===== src/rtl/spi_block_sequencer_if.sv =====
// Block-request and byte-engine handshake bundle for spi_block_sequencer.
// master: sequencer side; slave: AES core / SPI byte engine side.
interface spi_block_sequencer_if #(
  parameter int unsigned NBYTES = 16
);
  logic                  start;
  logic [8*NBYTES-1:0]   tx_block;
  logic [8*NBYTES-1:0]   rx_block;
  logic                  busy;
  logic                  done;
  logic                  err;
  logic                  cs_n;
  logic                  byte_start;
  logic [7:0]            byte_tx;
  logic [7:0]            byte_rx;
  logic                  byte_done;

  modport master (
    input  start, tx_block, byte_rx, byte_done,
    output rx_block, busy, done, err, cs_n, byte_start, byte_tx
  );

  modport slave (
    output start, tx_block, byte_rx, byte_done,
    input  rx_block, busy, done, err, cs_n, byte_start, byte_tx
  );
endinterface


===== src/rtl/spi_block_sequencer.sv =====
// Moves one NBYTES-byte block per start over a byte-level SPI start/done engine.
// Optional per-byte watchdog is enabled by defining SPI_SEQ_TIMEOUT_EN.
module spi_block_sequencer #(
  parameter int unsigned NBYTES         = 16,
  parameter int unsigned GAP_CYCLES     = 2,
  parameter int unsigned TIMEOUT_CYCLES = 1024
) (
  input  logic                  clk,
  input  logic                  rst,
  spi_block_sequencer_if.master bus
);
  localparam int unsigned W    = 8 * NBYTES;
  localparam int unsigned CntW = $clog2(NBYTES + 1);
  localparam int unsigned GapW = (GAP_CYCLES > 0) ? $clog2(GAP_CYCLES + 1) : 1;

  localparam logic [CntW-1:0] CntLast = CntW'(NBYTES - 1);
  localparam logic [GapW-1:0] GapLast = GapW'((GAP_CYCLES > 0) ? GAP_CYCLES - 1 : 0);

  localparam logic [2:0] StIdle   = 3'd0;
  localparam logic [2:0] StLoad   = 3'd1;
  localparam logic [2:0] StWait   = 3'd2;
  localparam logic [2:0] StGap    = 3'd3;
  localparam logic [2:0] StFinish = 3'd4;

  logic [2:0]      state_q, state_d;
  logic [W-1:0]    tx_q, tx_d;
  logic [W-1:0]    rx_q, rx_d;
  logic [CntW-1:0] cnt_q, cnt_d;
  logic [GapW-1:0] gap_q, gap_d;
  logic            err_q, err_d;
  logic            wd_expire;

`ifdef SPI_SEQ_TIMEOUT_EN
  localparam int unsigned WdW = $clog2(TIMEOUT_CYCLES + 1);
  localparam logic [WdW-1:0] WdLast = WdW'(TIMEOUT_CYCLES - 1);

  logic [WdW-1:0] wd_q, wd_d;

  // Fires in the TIMEOUT_CYCLES-th WAIT cycle if the byte still has not completed.
  assign wd_expire = (state_q == StWait) && !bus.byte_done && (wd_q == WdLast);

  always_comb begin
    wd_d = wd_q;
    if (state_q == StLoad) begin
      wd_d = '0;
    end else if (state_q == StWait && !bus.byte_done && !wd_expire) begin
      wd_d = wd_q + WdW'(1);
    end
  end

  always_ff @(posedge clk) begin
    if (rst) begin
      wd_q <= '0;
    end else begin
      wd_q <= wd_d;
    end
  end
`else
  logic unused_timeout;
  assign unused_timeout = ^TIMEOUT_CYCLES;
  assign wd_expire      = 1'b0;
`endif

  always_comb begin
    state_d = state_q;
    tx_d    = tx_q;
    rx_d    = rx_q;
    cnt_d   = cnt_q;
    gap_d   = gap_q;
    err_d   = 1'b0;
    case (state_q)
      StIdle: begin
        if (bus.start) begin
          tx_d    = bus.tx_block;
          rx_d    = '0;
          cnt_d   = '0;
          state_d = StLoad;
        end
      end
      StLoad: begin
        gap_d   = '0;
        state_d = StWait;
      end
      StWait: begin
        if (bus.byte_done) begin
          rx_d  = (rx_q << 8) | W'(bus.byte_rx);
          tx_d  = tx_q << 8;
          cnt_d = cnt_q + CntW'(1);
          if (cnt_q == CntLast) begin
            state_d = StFinish;
          end else if (GAP_CYCLES == 0) begin
            state_d = StLoad;
          end else begin
            state_d = StGap;
          end
        end else if (wd_expire) begin
          err_d   = 1'b1;
          state_d = StIdle;
        end
      end
      StGap: begin
        if (gap_q == GapLast) begin
          state_d = StLoad;
        end else begin
          gap_d = gap_q + GapW'(1);
        end
      end
      StFinish: begin
        state_d = StIdle;
      end
      default: begin
        state_d = StIdle;
      end
    endcase
  end

  always_ff @(posedge clk) begin
    if (rst) begin
      state_q <= StIdle;
      tx_q    <= '0;
      rx_q    <= '0;
      cnt_q   <= '0;
      gap_q   <= '0;
      err_q   <= 1'b0;
    end else begin
      state_q <= state_d;
      tx_q    <= tx_d;
      rx_q    <= rx_d;
      cnt_q   <= cnt_d;
      gap_q   <= gap_d;
      err_q   <= err_d;
    end
  end

  // Chip select spans LOAD..GAP; it is released as FINISH is entered.
  assign bus.cs_n       = !((state_q == StLoad) || (state_q == StWait) || (state_q == StGap));
  assign bus.busy       = (state_q != StIdle);
  assign bus.done       = (state_q == StFinish);
  assign bus.byte_start = (state_q == StLoad);
  assign bus.byte_tx    = tx_q[W-1 -: 8];
  assign bus.rx_block   = rx_q;
  assign bus.err        = err_q;

endmodule


===== src/flat_wrapper.sv =====
// flat-port wrapper written by rule: the top's interface ports become plain ports
module spi_block_sequencer_flat 
#(
  parameter int unsigned NBYTES         = 16,
  parameter int unsigned GAP_CYCLES     = 2,
  parameter int unsigned TIMEOUT_CYCLES = 1024
)
  (clk, rst, bus_start, bus_tx_block, bus_byte_rx, bus_byte_done, bus_rx_block, bus_busy, bus_done, bus_err, bus_cs_n, bus_byte_start, bus_byte_tx);
  spi_block_sequencer_if #(.NBYTES(NBYTES)) bus_i ();
  input  logic clk;
  input  logic rst;
  input wire logic [$bits(bus_i.start)-1:0] bus_start;
  input wire logic [$bits(bus_i.tx_block)-1:0] bus_tx_block;
  input wire logic [$bits(bus_i.byte_rx)-1:0] bus_byte_rx;
  input wire logic [$bits(bus_i.byte_done)-1:0] bus_byte_done;
  output wire logic [$bits(bus_i.rx_block)-1:0] bus_rx_block;
  output wire logic [$bits(bus_i.busy)-1:0] bus_busy;
  output wire logic [$bits(bus_i.done)-1:0] bus_done;
  output wire logic [$bits(bus_i.err)-1:0] bus_err;
  output wire logic [$bits(bus_i.cs_n)-1:0] bus_cs_n;
  output wire logic [$bits(bus_i.byte_start)-1:0] bus_byte_start;
  output wire logic [$bits(bus_i.byte_tx)-1:0] bus_byte_tx;
  assign bus_i.start = bus_start;
  assign bus_i.tx_block = bus_tx_block;
  assign bus_i.byte_rx = bus_byte_rx;
  assign bus_i.byte_done = bus_byte_done;
  assign bus_rx_block = bus_i.rx_block;
  assign bus_busy = bus_i.busy;
  assign bus_done = bus_i.done;
  assign bus_err = bus_i.err;
  assign bus_cs_n = bus_i.cs_n;
  assign bus_byte_start = bus_i.byte_start;
  assign bus_byte_tx = bus_i.byte_tx;
  spi_block_sequencer #(.NBYTES(NBYTES), .GAP_CYCLES(GAP_CYCLES), .TIMEOUT_CYCLES(TIMEOUT_CYCLES)) u_core (.clk(clk), .rst(rst), .bus(bus_i));
endmodule

===== config.mk =====
export PLATFORM = sky130hd
export DESIGN_NAME = spi_block_sequencer_flat
export DESIGN_NICKNAME = d
export VERILOG_FILES = /design/src/rtl/spi_block_sequencer_if.sv /design/src/rtl/spi_block_sequencer.sv /design/src/flat_wrapper.sv
export SDC_FILE = /design/constraint.sdc
export NUM_CORES = 1
export LEC_CHECK = 0
export CORE_AREA = 2 2 209 129
export CTS_CLUSTER_SIZE = 14
export DETAILED_ROUTE_END_ITERATION = 10
export DIE_AREA = 0 0 211 131
export DONT_BUFFER_PORTS = 1
export GPL_ROUTABILITY_DRIVEN = 0
export PLACE_DENSITY_LB_ADDON = 0.25
export SYNTH_ARGS = -nofsm -noshare
export SYNTH_HDL_FRONTEND = slang
export SYNTH_SLANG_ARGS = --single-unit

===== constraint.sdc =====
create_clock -name clk -period 3.03 [get_ports clk]
set_input_delay 0.606 -clock clk [delete_from_list [all_inputs] [get_ports clk]]
set_output_delay 0.606 -clock clk [all_outputs]
set_load 0.03 [all_outputs]

After elaboration in Yosys (flattened, before gate mapping)
Cells that the tools add are included.
- memories: 0
- ROM bits: 0
- register bits after elaboration: 266
- output and inout port bits: 141
- latch bits: 0
- input port bits: 140
- word-level logic and storage cells: 44
- memory bits (writable): 0
- multiplexer cells: 16
- $lt $le $gt $ge: 0
- div/mod/pow operators: 0
- $add $sub $neg: 2
- reductions and logical operators: 10
- equality and inequality tests: 10
- shift operators: 0
- bitwise logic cells: 1
- multiply operators: 0
- operators with widths (operator ; count):
    2-to-1 mux 128 bit ; 4
    case mux 128 bit (2 select lines) ; 2
    bitwise OR 128 x 8 -> 128 bit ; 1
    2-to-1 mux 3 bit ; 4
    case mux 3 bit (4 select lines) ; 1
    2-to-1 mux 5 bit ; 2
    case mux 5 bit (2 select lines) ; 1
    == test 3 x 2 -> 1 bit (second input constant) ; 2
    inequality test 2 bit (second input constant) ; 3
    AND reduction 3 bit ; 2
    adder 5 x 1 -> 5 bit (second input constant) ; 1
    == test 5 x 4 -> 1 bit (second input constant) ; 1
    case mux 2 bit (2 select lines) ; 1
    nonzero test 2 bit ; 2
    == test 3 x 1 -> 1 bit (second input constant) ; 1
    == test 3 bit (second input constant) ; 1
    logical NOT 3 bit ; 1
    nonzero test 3 bit ; 1
    adder 2 x 1 -> 2 bit (second input constant) ; 1
    == test 2 x 1 -> 1 bit (second input constant) ; 1
    logical OR 1 bit ; 2
    2-to-1 mux 2 bit ; 1
    inequality test 2 x 1 -> 1 bit (second input constant) ; 1
    AND reduction 2 bit ; 1
    logical NOT 1 bit ; 1

Longest topological paths before layout
- depth in word-level cells: 4
- gate-level depth with buffers: 8
- gate-level depth less buffers: 6

Worst setup path before layout
Ideal clock, no wire load.
- path type: flip-flop to output port
- start point: register u_core.state_q[1]
- end point: output bus_done
- buffers on the path: 3
- stages on the path, launching flop included: 5
- arrival: 1.557 ns
- data required time: 2.424 ns
- setup slack: 0.867 ns
- cell sequence: dfxtp_1 > buf_4 > buf_4 > clkbuf_1 > nor3b_1
- longest elaborated chain between the ends: 1
- RTL lines (element ; RTL line ; text):
    start: declaration ; spi_block_sequencer.sv:25 ; logic [2:0] state_q, state_d;
    start signal: assignment ; spi_block_sequencer.sv:119 ; state_q <= StIdle;
    start signal: assignment ; spi_block_sequencer.sv:126 ; state_q <= state_d;
    == test 3 bit ; spi_block_sequencer.sv:138 ; assign bus.done = (state_q == StFinish);
    end: declaration ; flat_wrapper.sv:18 ; output wire logic [$bits(bus_i.done)-1:0] bus_done;
No other way between the ends.

Worst setup path after layout
- start point: register u_core.state_q[0]
- end point: output bus_byte_start
- longest elaborated chain between the ends: 1
- RTL lines (element ; RTL line ; text):
    == test 3 x 1 -> 1 bit ; spi_block_sequencer.sv:139 ; assign bus.byte_start = (state_q == StLoad);
    end: declaration ; flat_wrapper.sv:21 ; output wire logic [$bits(bus_i.byte_start)-1:0] bus_byte_start;
No other way between the ends.

==> results.toml <==
[critical_path]
worstPathRequired_ns = 2.42
regToRegSetupSlack_ns = 0.82
crit_path_end = "bus_byte_start"
path_max_fanout = 10
path_depth = 2
worstPathCellList = "nand2b_1, nor2_1"
critPathLaunch = "u_core.state_q[0]"
r2r_start = "u_core.state_q[1]"
r2r_end = "u_core.tx_q[29]"
crit_type = "flop to primary output"
worst-path-buf-inv = 0
end_kind = "primary output"
cp_top_family = "simple AND/OR/NAND/NOR gates"
r2r_cells = 4
start_kind = "flop"
critical_path.max_stage_delay_ns = 0.58
crit_arrival_ns = 1.83
crit_path_top_delay_cell = "nor2_1"

[floorplanning]
die_w_um = 211
boundaryPins = 281
rows = 46
die-area_mm2 = 0.0276
core_area_mm2 = 0.0258
die-height_um = 131
initial_core_util = 0.411

[outcome]
outcome = "finished, final reports clean"

[timing]
post-route-period-util = 0.804
fin_setup_tns_ns = 0
setup_viol = 0
hold_viol = 0
rsz0062_at_grt = "no"
skew_ns = 0.0191
timing.fmax_ghz = 0.410
drv_slew = 0
fin_crit_ns = 2.44
relSlewSlack = 0.395
worst_pin_slew_ns = 0.907
setup_slack_ns = 0.594

[logic_synthesis]
ys_warn_count = 0
netlist_instances = 1123
synth_edf_count = 0
ys_seq_area_frac = 0.502
yosys-top-cells-area = "dfxtp_1, mux2i_1, a211oi_1"
yosysTopAreaCell = "dfxtp_1"
syn-num-nets = 1266
synth_top_area_share = 0.502
synth_top_flop_cell = "dfxtp_1"
synthDistinctLibCells = 43
syn_area_per_cell_um2 = 9.45
ys_async_sr_fraction = 0
ys_seq_elements = 266
syn_area_mm2 = 0.0106

[detailed_routing]
first_iter_violations = 723
antenna_left = 0
wl_met3_um = 2010
viasPerCell = 5.77
wl_per_cell_um = 21.0
top_layer = "met4"
vias = 8080
dr_wl_met2_um = 12400
drc_errors = 0
drt_wl_total_um = 29400
wl_met1_um = 14300
first_pass_iters = 5

[placement]
placed_cells = 1352
dp.final_hpwl_um = 18600
post-place-ws_ns = 0.857
io_buffers = 0

[clock_tree]
htreeDepth = 1
tritoncts = "done"
post-cts-setup-buffers = 0
clkSinkCount = 266
numCtsBuffers = 26
clockBufferDepth = 3
ctsHoldBuffers = 0
cts_root_buf = "clkbuf_16"
clk_pin_slew_ns = 0.07
clock_latency_ns = 0.54
post_cts_resized = 0

[global_route]
grt_pass1_wl_um = 43500
track_usage = 0.198
antenna_found_initial = 2
grt_max_degree = 183
grt_overflow = 0
grt_pass1_vias = 7292

[power]
peakVddDrop_uv = 342
p_int_mw = 5.91
swShare = 0.264
pwr-share-seq = 0.483
p_switching_mw = 2.12
combPwrFrac = 0.110
p_clk_frac = 0.407
total_power_mw = 8.03
p_leak_nw = 3.73
p_per_area_mw_per_mm2 = 698

[worst_hold_path]
hp-class = "input port to flop"

[layout]
final_cell_mix = "dfxtp_1, a21oi_1, nand2_1"
drive_gt1_frac = 0.0734
syn2layout_area_growth_pct = 8.44
nNetsFinal = 1187
final_cells = 1401
final_common_cell = "dfxtp_1"
final_core_util = 0.445

[flow_run]
max_cap_viol_count = 0
## cell usage after synthesis, types with 2 or more instances
cell	instances
nand2b_1	2
buf_6	4
a21oi_1	166
a211oi_1	120
nor2_1	3
dfxtp_1	266
or2_2	2
a31oi_1	2
clkbuf_1	49
buf_4	12
inv_1	13
nor3_1	2
buf_2	61
nand3_1	10
o21ai_0	51
o32ai_1	9
nand2_1	124
a22o_1	8
or4b_2	2
o22ai_1	72
mux2i_1	121
ha_1	3
## worst reg2reg max path: stages, from the launching register on
cell      delay [ns]
dfxtp_4         0.78
mux2_4          0.66
buf_4           0.34
a21oi_1         0.10
a211oi_1        0.25
## registers in the layout (all words and copies together), names as in the netlist
register / cells
u_core.bus.rx_block: 128
u_core.tx_q: 128
u_core.cnt_q: 5
u_core.state_q: 3
u_core.gap_q: 2
## layer usage
layer,global-route usage,vias to the layer above
met4,0.0543,0
met1,0.290,3879
met5,0,-
met2,0.277,190
li1,-,3966
met3,0.0621,45
## stage by stage
step	hold WS, ns	cell area (um2)
2_1_floorplan	0.449	10600
3_3_place_gp	0.460	10600
3_5_place_dp	0.466	10600
4_1_cts	0.130	11500
5_1_grt	0.134	11500
6_report	0.174	11500
## power groups by stage
stage                     Sequential, mW  Clock [mW]  Combinational, mW
after floorplan                     3.86           0              0.842
after global placement              3.95           0              0.871
after detailed placement            3.95           0              0.884
after CTS                           3.87        3.36              0.886
after global routing                3.90        3.51              0.975
final                               3.88        3.27              0.885
## worst min path at each step
stage	from	end	depth (start not counted)
5_1_grt	rst	u_core.bus.rx_block[14]	1
3_3_place_gp	u_core.gap_q[1]	u_core.gap_q[1]	2
4_1_cts	rst	u_core.bus.rx_block[7]	1
2_1_floorplan	u_core.tx_q[0]	u_core.tx_q[0]	1
3_5_place_dp	u_core.tx_q[2]	u_core.tx_q[2]	1
6_report	rst	u_core.bus.rx_block[0]	1
## layout make-up
type	count	area [um2]
diodes	3	7.51
repair buffers	20	213
well taps	336	420
inverters	14	52.6
flip-flops and latches	266	5330
clock buffers	36	769
multi-input cells	716	4630
fillers	2535	14300
clock inverters	10	86.3
## kinds of logic (layout without fill, tap and decap cells)
kind of cell / Yosys count / in the layout / share of synthesized area
AO/OA/AOI/OAI: 434 / 434 / 0.250
adder cells (fa/ha/maj): 3 / 3 / 0.00354
buffers and inverters: 141 / 80 / 0.0642
flip-flops: 266 / 266 / 0.502
multiplexers: 123 / 123 / 0.117
other: 1 / 4 / 0.000353
AND/OR/NAND/NOR: 155 / 155 / 0.0632
No activity file was read; power rests on OpenSTA's default activity.
